[src/rtl/axis_util_pkg.sv]
// Shared definitions for the AXI-Stream packet arbiter: FSM state encoding
// and a constant-width helper.
package axis_util_pkg;

  typedef enum logic {
    ST_IDLE  = 1'b0,
    ST_GRANT = 1'b1
  } arb_state_t;

  function automatic int clog2(input int value);
    int result;
    result = 0;
    while ((1 << result) < value) result++;
    return result;
  endfunction

endpackage

[src/rtl/axis_packet_arbiter_if.sv]
// Signal bundle between the N slave streams, the merged master stream and the arbiter.
// The arbiter attaches through 'slave'; whatever drives and observes the streams attaches through 'master'.
interface axis_packet_arbiter_if #(
  parameter int AXIS_TDATA_WIDTH = 8,
  parameter int NUM_INPUTS       = 3,
  parameter int IDX_WIDTH        = 3
) ();

  logic [NUM_INPUTS*AXIS_TDATA_WIDTH-1:0] s_axis_tdata;
  logic [NUM_INPUTS-1:0]                  s_axis_tvalid;
  logic [NUM_INPUTS-1:0]                  s_axis_tlast;
  logic [NUM_INPUTS-1:0]                  s_axis_tready;
  logic [AXIS_TDATA_WIDTH-1:0]            m_axis_tdata;
  logic                                   m_axis_tvalid;
  logic                                   m_axis_tlast;
  logic [IDX_WIDTH-1:0]                   m_axis_tid;
  logic                                   m_axis_tready;

  modport slave (
    input  s_axis_tdata, s_axis_tvalid, s_axis_tlast, m_axis_tready,
    output s_axis_tready, m_axis_tdata, m_axis_tvalid, m_axis_tlast, m_axis_tid
  );

  modport master (
    output s_axis_tdata, s_axis_tvalid, s_axis_tlast, m_axis_tready,
    input  s_axis_tready, m_axis_tdata, m_axis_tvalid, m_axis_tlast, m_axis_tid
  );

endinterface

[src/rtl/axis_packet_arbiter_rr_pick.sv]
// Combinational round-robin search: first requester after i_last_idx, wrapping
// modulo NUM_INPUTS, so a lone requester finds itself again.
module rr_pick #(
  parameter int NUM_INPUTS = 3,
  parameter int IDX_WIDTH  = 3
) (
  input  logic [NUM_INPUTS-1:0] i_req,
  input  logic [IDX_WIDTH-1:0]  i_last_idx,
  output logic [IDX_WIDTH-1:0]  o_idx,
  output logic                  o_found
);

  int w_dist;
  int w_best;

  // Distance is how far past i_last_idx an input sits; the smallest requesting distance wins.
  always_comb begin
    o_idx   = '0;
    o_found = 1'b0;
    w_dist  = 0;
    w_best  = NUM_INPUTS;
    for (int i = 0; i < NUM_INPUTS; i++) begin
      w_dist = (i + NUM_INPUTS * (1 << IDX_WIDTH) - int'(i_last_idx) - 1) % NUM_INPUTS;
      if (i_req[i] && (w_dist < w_best)) begin
        w_best  = w_dist;
        o_idx   = IDX_WIDTH'(i);
        o_found = 1'b1;
      end
    end
  end

endmodule

[src/rtl/axis_packet_arbiter.sv]
// Packet-locked round-robin merge of NUM_INPUTS AXI-Stream slaves into one
// registered master stream tagged with the source index.
module axis_packet_arbiter
  import axis_util_pkg::*;
#(
  parameter int AXIS_TDATA_WIDTH = 8,
  parameter int NUM_INPUTS       = 3,
  parameter int IDX_WIDTH        = 3
) (
  input  logic                   axis_aclk,
  input  logic                   axis_areset,
  axis_packet_arbiter_if.slave   bus,
  output logic                   grant_active
);

  arb_state_t                  r_state;
  arb_state_t                  w_state_next;
  logic [IDX_WIDTH-1:0]        r_grant_idx;
  logic [IDX_WIDTH-1:0]        r_last_idx;
  logic [IDX_WIDTH-1:0]        w_pick_idx;
  logic                        w_found;
  logic [AXIS_TDATA_WIDTH-1:0] w_sel_tdata;
  logic                        w_sel_tvalid;
  logic                        w_sel_tlast;
  logic                        w_out_free;
  logic                        w_accept;
  logic                        w_grant_load;
  logic                        w_packet_done;
  logic [NUM_INPUTS-1:0]       w_s_tready;
  logic [AXIS_TDATA_WIDTH-1:0] r_m_tdata;
  logic                        r_m_tvalid;
  logic                        r_m_tlast;
  logic [IDX_WIDTH-1:0]        r_m_tid;

  rr_pick #(
    .NUM_INPUTS (NUM_INPUTS),
    .IDX_WIDTH  (IDX_WIDTH)
  ) u_rr_pick (
    .i_req      (bus.s_axis_tvalid),
    .i_last_idx (r_last_idx),
    .o_idx      (w_pick_idx),
    .o_found    (w_found)
  );

  always_comb begin
    w_sel_tdata  = '0;
    w_sel_tvalid = 1'b0;
    w_sel_tlast  = 1'b0;
    for (int i = 0; i < NUM_INPUTS; i++) begin
      if (IDX_WIDTH'(i) == r_grant_idx) begin
        w_sel_tdata  = bus.s_axis_tdata[i*AXIS_TDATA_WIDTH +: AXIS_TDATA_WIDTH];
        w_sel_tvalid = bus.s_axis_tvalid[i];
        w_sel_tlast  = bus.s_axis_tlast[i];
      end
    end
  end

  always_ff @(posedge axis_aclk) begin
    if (axis_areset) r_state <= ST_IDLE;
    else             r_state <= w_state_next;
  end

  // Reset also masks the slave handshake so a partial packet cannot advance in the reset cycle.
  always_comb begin
    w_state_next  = r_state;
    w_s_tready    = '0;
    w_accept      = 1'b0;
    w_grant_load  = 1'b0;
    w_packet_done = 1'b0;
    w_out_free    = bus.m_axis_tready | ~r_m_tvalid;
    case (r_state)
      ST_IDLE: begin
        if (w_found) begin
          w_state_next = ST_GRANT;
          w_grant_load = 1'b1;
        end
      end
      ST_GRANT: begin
        for (int i = 0; i < NUM_INPUTS; i++) begin
          if (IDX_WIDTH'(i) == r_grant_idx) w_s_tready[i] = w_out_free;
        end
        w_accept = w_sel_tvalid & w_out_free;
        if (w_accept && w_sel_tlast) begin
          w_state_next  = ST_IDLE;
          w_packet_done = 1'b1;
        end
      end
      default: w_state_next = ST_IDLE;
    endcase
    if (axis_areset) begin
      w_s_tready = '0;
      w_accept   = 1'b0;
    end
  end

  always_ff @(posedge axis_aclk) begin
    if (axis_areset) begin
      r_grant_idx <= '0;
      r_last_idx  <= IDX_WIDTH'(NUM_INPUTS - 1);
    end else begin
      if (w_grant_load)  r_grant_idx <= w_pick_idx;
      if (w_packet_done) r_last_idx  <= r_grant_idx;
    end
  end

  always_ff @(posedge axis_aclk) begin
    if (axis_areset) begin
      r_m_tdata  <= '0;
      r_m_tvalid <= 1'b0;
      r_m_tlast  <= 1'b0;
      r_m_tid    <= '0;
    end else if (w_accept) begin
      r_m_tdata  <= w_sel_tdata;
      r_m_tvalid <= 1'b1;
      r_m_tlast  <= w_sel_tlast;
      r_m_tid    <= r_grant_idx;
    end else if (bus.m_axis_tready) begin
      r_m_tvalid <= 1'b0;
    end
  end

  assign bus.s_axis_tready = w_s_tready;
  assign bus.m_axis_tdata  = r_m_tdata;
  assign bus.m_axis_tvalid = r_m_tvalid & ~axis_areset;
  assign bus.m_axis_tlast  = r_m_tlast;
  assign bus.m_axis_tid    = r_m_tid;
  assign grant_active      = (r_state == ST_GRANT) & ~axis_areset;

endmodule
[src/flat_wrapper.sv]
// flat-port wrapper written by rule: the top's interface ports become plain ports
module axis_packet_arbiter_flat import axis_util_pkg::*;
#(
  parameter int AXIS_TDATA_WIDTH = 8,
  parameter int NUM_INPUTS       = 3,
  parameter int IDX_WIDTH        = 3
)
  (axis_aclk, axis_areset, grant_active, bus_s_axis_tdata, bus_s_axis_tvalid, bus_s_axis_tlast, bus_m_axis_tready, bus_s_axis_tready, bus_m_axis_tdata, bus_m_axis_tvalid, bus_m_axis_tlast, bus_m_axis_tid);
  axis_packet_arbiter_if #(.AXIS_TDATA_WIDTH(AXIS_TDATA_WIDTH), .NUM_INPUTS(NUM_INPUTS), .IDX_WIDTH(IDX_WIDTH)) bus_i ();
  input  logic axis_aclk;
  input  logic axis_areset;
  output logic grant_active;
  input wire logic [$bits(bus_i.s_axis_tdata)-1:0] bus_s_axis_tdata;
  input wire logic [$bits(bus_i.s_axis_tvalid)-1:0] bus_s_axis_tvalid;
  input wire logic [$bits(bus_i.s_axis_tlast)-1:0] bus_s_axis_tlast;
  input wire logic [$bits(bus_i.m_axis_tready)-1:0] bus_m_axis_tready;
  output wire logic [$bits(bus_i.s_axis_tready)-1:0] bus_s_axis_tready;
  output wire logic [$bits(bus_i.m_axis_tdata)-1:0] bus_m_axis_tdata;
  output wire logic [$bits(bus_i.m_axis_tvalid)-1:0] bus_m_axis_tvalid;
  output wire logic [$bits(bus_i.m_axis_tlast)-1:0] bus_m_axis_tlast;
  output wire logic [$bits(bus_i.m_axis_tid)-1:0] bus_m_axis_tid;
  assign bus_i.s_axis_tdata = bus_s_axis_tdata;
  assign bus_i.s_axis_tvalid = bus_s_axis_tvalid;
  assign bus_i.s_axis_tlast = bus_s_axis_tlast;
  assign bus_i.m_axis_tready = bus_m_axis_tready;
  assign bus_s_axis_tready = bus_i.s_axis_tready;
  assign bus_m_axis_tdata = bus_i.m_axis_tdata;
  assign bus_m_axis_tvalid = bus_i.m_axis_tvalid;
  assign bus_m_axis_tlast = bus_i.m_axis_tlast;
  assign bus_m_axis_tid = bus_i.m_axis_tid;
  axis_packet_arbiter #(.AXIS_TDATA_WIDTH(AXIS_TDATA_WIDTH), .NUM_INPUTS(NUM_INPUTS), .IDX_WIDTH(IDX_WIDTH)) u_core (.axis_aclk(axis_aclk), .axis_areset(axis_areset), .bus(bus_i), .grant_active(grant_active));
endmodule
[config.mk]
export PLATFORM = sky130hd
export DESIGN_NAME = axis_packet_arbiter_flat
export DESIGN_NICKNAME = d
export VERILOG_FILES = /design/src/rtl/axis_util_pkg.sv /design/src/rtl/axis_packet_arbiter_if.sv /design/src/rtl/axis_packet_arbiter_rr_pick.sv /design/src/rtl/axis_packet_arbiter.sv /design/src/flat_wrapper.sv
export SDC_FILE = /design/constraint.sdc
export NUM_CORES = 1
export LEC_CHECK = 0
export CORE_UTILIZATION = 55
export CTS_CLUSTER_DIAMETER = 40
export DETAILED_ROUTE_END_ITERATION = 7
export GPL_TIMING_DRIVEN = 0
export PLACE_DENSITY = 0.77
export SLEW_MARGIN = 20
export SYNTH_ARGS = -nofsm -noshare
export SYNTH_HDL_FRONTEND = slang
export SYNTH_HIERARCHICAL = 1
export SYNTH_SLANG_ARGS = --single-unit
[constraint.sdc]
create_clock -name axis_aclk -period 27.3 [get_ports axis_aclk]
set_input_delay 5.46 -clock axis_aclk [delete_from_list [all_inputs] [get_ports axis_aclk]]
set_output_delay 5.46 -clock axis_aclk [all_outputs]
set_load 0.005 [all_outputs]
-- Yosys cells after proc, flatten, opt, wreduce, memory -nomap -nowiden
Index checks and enable logic that the tools add are counted.
- bits in registers: 20
- input port bits: 33
- output and inout port bits: 17
- word-level logic and storage cells: 65
- add/sub/neg operators: 6
- div/mod/pow operators: 3
- order comparisons: 3
- eq/ne operators: 2
- muxes and demuxes: 31
- bitwise logic cells: 7
- reduce and logical (&&, ||, !) cells: 6
- operators with widths (operator ; number):
    32-bit by 3-bit modulo with 32-bit output, second input constant ; 3
    32-bit < comparator ; 2
    32-bit 2-to-1 mux ; 2
    32-bit by 3-bit < comparator with 1-bit output, second input constant ; 1
    32-bit by 2-bit subtractor with 32-bit output, second input constant ; 1
    8-bit 2-to-1 mux ; 3
    1-bit 2-to-1 mux ; 22
    5-bit by 3-bit subtractor with 6-bit output, first input constant ; 3
    6-bit by 2-bit subtractor with 7-bit output, second input constant ; 2
    3-bit 2-to-1 mux ; 3
    1-bit logical AND ; 4
    1-bit bitwise AND ; 3
    1-bit by 3-bit == test with 1-bit output, first input constant ; 1
    2-bit by 3-bit == test with 1-bit output, first input constant ; 1
    3-bit logical NOT ; 1
    1-bit NOT ; 3
    1-bit case mux with 2 select lines ; 1
    2-bit nonzero test ; 1
    1-bit bitwise OR ; 1

-- Depth between registers and ports, before layout
- depth after elaboration: 14
- depth in mapped cells: 59
- mapped depth without buffers: 52

-- Cells and area by module
Netlist, hierarchy kept.
- modules (own cells, without submodules) (module ; times used ; cells each ; area each (um^2)):
    rr_pick ; 1 ; 583 ; 4060.1
    axis_packet_arbiter ; 1 ; 114 ; 1092.3

-- Least setup slack after synthesis
No wires, ideal clock.
- kind: input to register
- start point: input port bus_s_axis_tvalid[0]
- end point: register u_core.r_grant_idx[0]
- library setup time: 0.131 ns
- arrival: 11.780 ns
- data required time: 27.169 ns
- path slack: 15.389 ns
- stages: 33
- path buffers: 2
- path through: inv_1 -> a2111o_1 -> o32ai_4 -> clkbuf_1 -> nand2_1 -> ha_1 -> a21o_1 -> a21o_1 -> a21o_1 -> a21o_1 -> a21o_1 -> a21o_1 -> a221o_1 -> or2_2 -> or3_4 -> nand3_2 -> clkbuf_1 -> o21ai_0 -> ha_1 -> a21o_1 -> a21o_1 -> a21oi_1 -> o21ai_0 -> a21o_1 -> a21oi_1 -> and3_1 -> a21boi_0 -> nand4_1 -> and4_1 -> or3_1 -> nor2b_1 -> mux2i_1 -> nor2_1
- cells in the longest elaborated chain, start to end: 10
- elaborated cells on any way between the ends: 14
- those cells by class: order compare: 2; mux: 9; reduce/logical: 3
- RTL lines (item ; RTL line ; RTL):
    start, declared ; flat_wrapper.sv:14 ; input wire logic [$bits(bus_i.s_axis_tvalid)-1:0] bus_s_axis_tvalid;
    1-bit logical AND (*) ; axis_packet_arbiter_rr_pick.sv:24 ; if (i_req[i] && (w_dist < w_best)) begin
    32-bit 2-to-1 mux ; axis_packet_arbiter_rr_pick.sv:24 ;
    32-bit < comparator ; axis_packet_arbiter_rr_pick.sv:24 ;
    1-bit logical AND ; axis_packet_arbiter_rr_pick.sv:24 ;
    32-bit 2-to-1 mux ; axis_packet_arbiter_rr_pick.sv:24 ;
    32-bit < comparator ; axis_packet_arbiter_rr_pick.sv:24 ;
    1-bit logical AND ; axis_packet_arbiter_rr_pick.sv:24 ;
    1-bit 2-to-1 mux (*) ; axis_packet_arbiter_rr_pick.sv:24 ;
    net u_core.w_found ; axis_packet_arbiter.sv:21 ; logic w_found;
    1-bit 2-to-1 mux (*) ; axis_packet_arbiter.sv:73 ; if (w_found) begin
    1-bit 2-to-1 mux (*) ; axis_packet_arbiter.sv:71 ; case (r_state)
    end signal, assigned ; axis_packet_arbiter.sv:101 ; if (w_grant_load) r_grant_idx <= w_pick_idx;
    end, declared ; axis_packet_arbiter.sv:18 ; logic [IDX_WIDTH-1:0] r_grant_idx;
The timed path passes the listed nets; every way through them passes the cells marked *.
A chain may end at the register's enable or synchronous reset.

-- Worst setup path in the final report
- start point: input port bus_s_axis_tvalid[0]
- end point: register u_core.r_grant_idx[2]
Same word-level chain as after synthesis.

==> impl_metrics.sql <==
INSERT INTO impl_metrics (metric_group, metric, value, unit) VALUES
('final_layout', 'area_delta_synth_final', '13.3', '%'),
('global_route', 'grt_max_degree', '12', ''),
('sta', 'worstMarginPinSlew', '0.770', 'ns'),
('global_route', 'grtUsageMet3', '0.0206', ''),
('clock_tree', 'clock_latency', '0.26', 'ns'),
('yosys', 'postSynthNetCount', '812', ''),
('setup_path', 'crit_slowest_cell', 'sky130_fd_sc_hd__clkdlybuf4s50_1', ''),
('min_path', 'min_delay_src', 'u_core/bus.m_axis_tdata[1]$_SDFFE_PP0P_', ''),
('setup_path', 'r2r_start', 'u_core/r_last_idx[2]$_SDFFE_PP0P_', ''),
('global_route', 'grt_pass1_wl', '23700', 'um'),
('setup_path', 'worst_setup_path_startpoint', 'bus_s_axis_tvalid[0]', ''),
('setup_path', 'critical_path.endpoint_type', 'register', ''),
('floorplan', 'die_height', '98.8', 'um'),
('outcome', 'status', 'finished, final reports clean', ''),
('yosys', 'synth_largest_area_cell', 'sky130_fd_sc_hd__ha_1', ''),
('yosys', 'synthesis.instances', '697', ''),
('placement', 'detailedPlacementHpwl', '10900', 'um'),
('final_layout', 'final_layout_size_suffix_gt1_frac', '0.0747', ''),
('clock_tree', 'cts_buffer_depth', '2', ''),
('setup_path', 'worst_path_largest_cell_delay', '0.70', 'ns'),
('detailed_routing', 'drt_pass1_iterations', '4', ''),
('yosys', 'synth-async-reset-ratio', '0', ''),
('global_route', 'globalRouteMet2Util', '0.508', ''),
('yosys', 'synth_top_cell_area_share', '0.199', ''),
('yosys', 'synth_cell_types', '91', ''),
('clock_tree', 'clk_transition_reported_paths', '0.08', 'ns'),
('sta', 'worst_setup_skew_after_layout', '0.00419', 'ns'),
('detailed_routing', 'wire_per_inst', '16.0', 'um'),
('sta', 'final-hold-violation-count', '0', ''),
('placement', 'gp_congestion', '0.949', ''),
('setup_path', 'timing_worst_setup_path_type', 'in -> reg', ''),
('sta', 'setup-violations-final', '0', ''),
('sta', 'slew_violations', '0', ''),
('floorplan', 'fp.dieW', '98.8', 'um'),
('clock_tree', 'cts_tree', 'done', ''),
('sta', 'max_slew_margin', '0.485', ''),
('clock_tree', 'ctsHoldBuffers', '0', ''),
('detailed_routing', 'postRouteAntennaNets', '0', ''),
('sta', 'grt_setup_unrepaired', 'false', ''),
('global_route', 'grt_overflow_total', '0', ''),
('setup_path', 'timing.critical_path.fanout_max', '10', ''),
('job', 'max_cap_viol_count', '0', ''),
('clock_tree', 'cts_root_buf', 'sky130_fd_sc_hd__clkbuf_8', ''),
('yosys', 'postSynth.topFlopCell', 'sky130_fd_sc_hd__dfxtp_1', ''),
('placement', 'port_buffers', '49', ''),
('yosys', 'synth.top_cells.by_count', '82 x sky130_fd_sc_hd__ha_1, 60 x sky130_fd_sc_hd__nand2_1, 40 x sky130_fd_sc_hd__nor2_1', ''),
('sta', 'maxClockFrequency', '0.0742', 'GHz'),
('floorplan', 'floorplan.initialDensity', '0.580', ''),
('global_route', 'globalRouteTotalUtil', '0.286', ''),
('detailed_routing', 'route.vias.total', '5376', ''),
('setup_path', 'critPathLaunchType', 'primary input', ''),
('clock_tree', 'sink_count', '20', ''),
('floorplan', 'floorplan.die_area', '9760', 'sq um'),
('detailed_routing', 'drt_wl_total', '13800', 'um'),
('global_route', 'global_route_met1_usage', '0.381', ''),
('floorplan', 'count_of_standard_cell_rows', '34', ''),
('sta', 'setup-tns-final', '0', 'ns'),
('clock_tree', 'tritoncts.num_buffers', '3', ''),
('sta', 'final_min_period_over_clock_period', '0.493', ''),
('clock_tree', 'ctsResizeCount', '0', ''),
('detailed_routing', 'drt_first_iter_violations', '258', ''),
('floorplan', 'core', '8890', 'sq um'),
('floorplan', 'boundaryPins', '50', ''),
('setup_path', 'cpMostUsedCell', 'sky130_fd_sc_hd__a21o_1', ''),
('setup_path', 'timing.critical_path.required', '27.43', 'ns'),
('final_layout', 'numnets_final', '866', ''),
('yosys', 'mappedNetlistArea', '5150', 'sq um'),
('yosys', 'library_cell_with_the_highest_instance_count_after_synthesis', 'sky130_fd_sc_hd__ha_1', ''),
('detailed_routing', 'drt_drc_violations_left', '0', ''),
('yosys', 'seq_area_frac_synth', '0.0777', ''),
('yosys', 'synth-warning-count', '6', '');
[routing by layer]
layer,share of wire,wire length (um),up-vias
met2,0.48,6620,142
met1,0.46,6350,2544
li1,-,-,2679
met3,0.047,653,11
met5,0,0,-
met4,0.0093,128,0
[registers in the layout, summed over array words and instances, names as in the netlist]
| signal | cells |
|---|---|
| u_core/r_last_idx | 3 |
| u_core/bus.m_axis_tid | 3 |
| u_core/r_grant_idx | 3 |
| u_core/bus.m_axis_tlast | 1 |
| u_core/bus.m_axis_tdata | 8 |
| u_core/r_m_tvalid | 1 |
| u_core/r_state | 1 |
[per-stage QoR]
stage	utilization	area (sq um)	setup slack (ns)	cells	hold WS (ns)
2_1_floorplan	-	5150	15.39	697	0.445
3_3_place_gp	0.650	5780	13.82	854	0.436
3_5_place_dp	0.651	5780	13.65	854	0.440
4_1_cts	0.657	5840	13.91	858	0.452
5_1_grt	0.657	5840	13.27	858	0.476
6_report	0.657	5840	13.83	858	0.449
[cell usage in the layout (no fill, tap or decap), types with 7 or more instances in the layout]
| cell | Yosys | routed |
|---|---|---|
| sky130_fd_sc_hd__clkdlybuf4s50_1 | 0 | 49 |
| sky130_fd_sc_hd__a21oi_1 | 38 | 38 |
| sky130_fd_sc_hd__o211ai_1 | 7 | 7 |
| sky130_fd_sc_hd__nor3_1 | 14 | 14 |
| sky130_fd_sc_hd__mux2i_1 | 22 | 22 |
| sky130_fd_sc_hd__nand2b_1 | 25 | 25 |
| sky130_fd_sc_hd__o21bai_1 | 7 | 7 |
| sky130_fd_sc_hd__buf_2 | 11 | 11 |
| sky130_fd_sc_hd__dfxtp_1 | 20 | 20 |
| sky130_fd_sc_hd__clkbuf_1 | 27 | 27 |
| sky130_fd_sc_hd__a21o_1 | 25 | 25 |
| sky130_fd_sc_hd__o21ai_0 | 35 | 35 |
| sky130_fd_sc_hd__ha_1 | 82 | 82 |
| sky130_fd_sc_hd__nand3_1 | 13 | 13 |
| sky130_fd_sc_hd__and2_1 | 9 | 9 |
| sky130_fd_sc_hd__nand2_1 | 60 | 60 |
| sky130_fd_sc_hd__xnor2_1 | 11 | 11 |
| sky130_fd_sc_hd__a31oi_1 | 8 | 8 |
| sky130_fd_sc_hd__nor2_1 | 40 | 40 |
| sky130_fd_sc_hd__inv_1 | 37 | 37 |
| sky130_fd_sc_hd__o2bb2ai_1 | 9 | 9 |
| sky130_fd_sc_hd__nor2b_1 | 18 | 18 |
| sky130_fd_sc_hd__nand4b_1 | 8 | 8 |
| sky130_fd_sc_hd__nand4_1 | 17 | 17 |
| sky130_fd_sc_hd__a211oi_1 | 8 | 8 |
| sky130_fd_sc_hd__o21ai_1 | 26 | 26 |
[critical path: cells and delay by family]
family | cells | cell delay, ns
buf+inv | 4 | 1.61
compound gates | 18 | 3.74
simple gates | 9 | 1.98
fa+ha+maj | 2 | 0.54
mux | 1 | 0.25
[layout make-up]
type                    instances  area (sq um)
clock buffers                   4          55.1
flip-flops and latches         20           400
plain buffers                  48           243
well taps                     108           135
fillers                       791          3050
multi-input cells             591          4370
inverters                      38           143
repair buffers                 49           490
[logic make-up (layout without fill, tap and decap cells)]
kind of cell    after synthesis  in the layout  share of synthesized area
mux                          27             27                     0.0551
other cells                   2              2                    0.00146
buf+inv                      86            139                     0.0748
xor+xnor                     16             16                     0.0272
fa+ha+maj                    82             82                      0.199
compound gates              210            210                      0.288
simple gates                254            254                      0.277
flops                        20             20                     0.0777
[worst paths after layout]
path	to	slack, ns	depth (start not counted)
setup reg to reg	u_core/r_grant_idx[2]$_SDFFE_PP0P_	14.72	55
hold / removal	u_core/bus.m_axis_tdata[1]$_SDFFE_PP0P_	0.45	2
hold reg to reg	u_core/bus.m_axis_tdata[1]$_SDFFE_PP0P_	0.45	2
setup / recovery	u_core/r_grant_idx[2]$_SDFFE_PP0P_	13.83	34
Power is not shown: default switching activity piles up to over one toggle a cycle in this logic, so the estimate is an artifact.
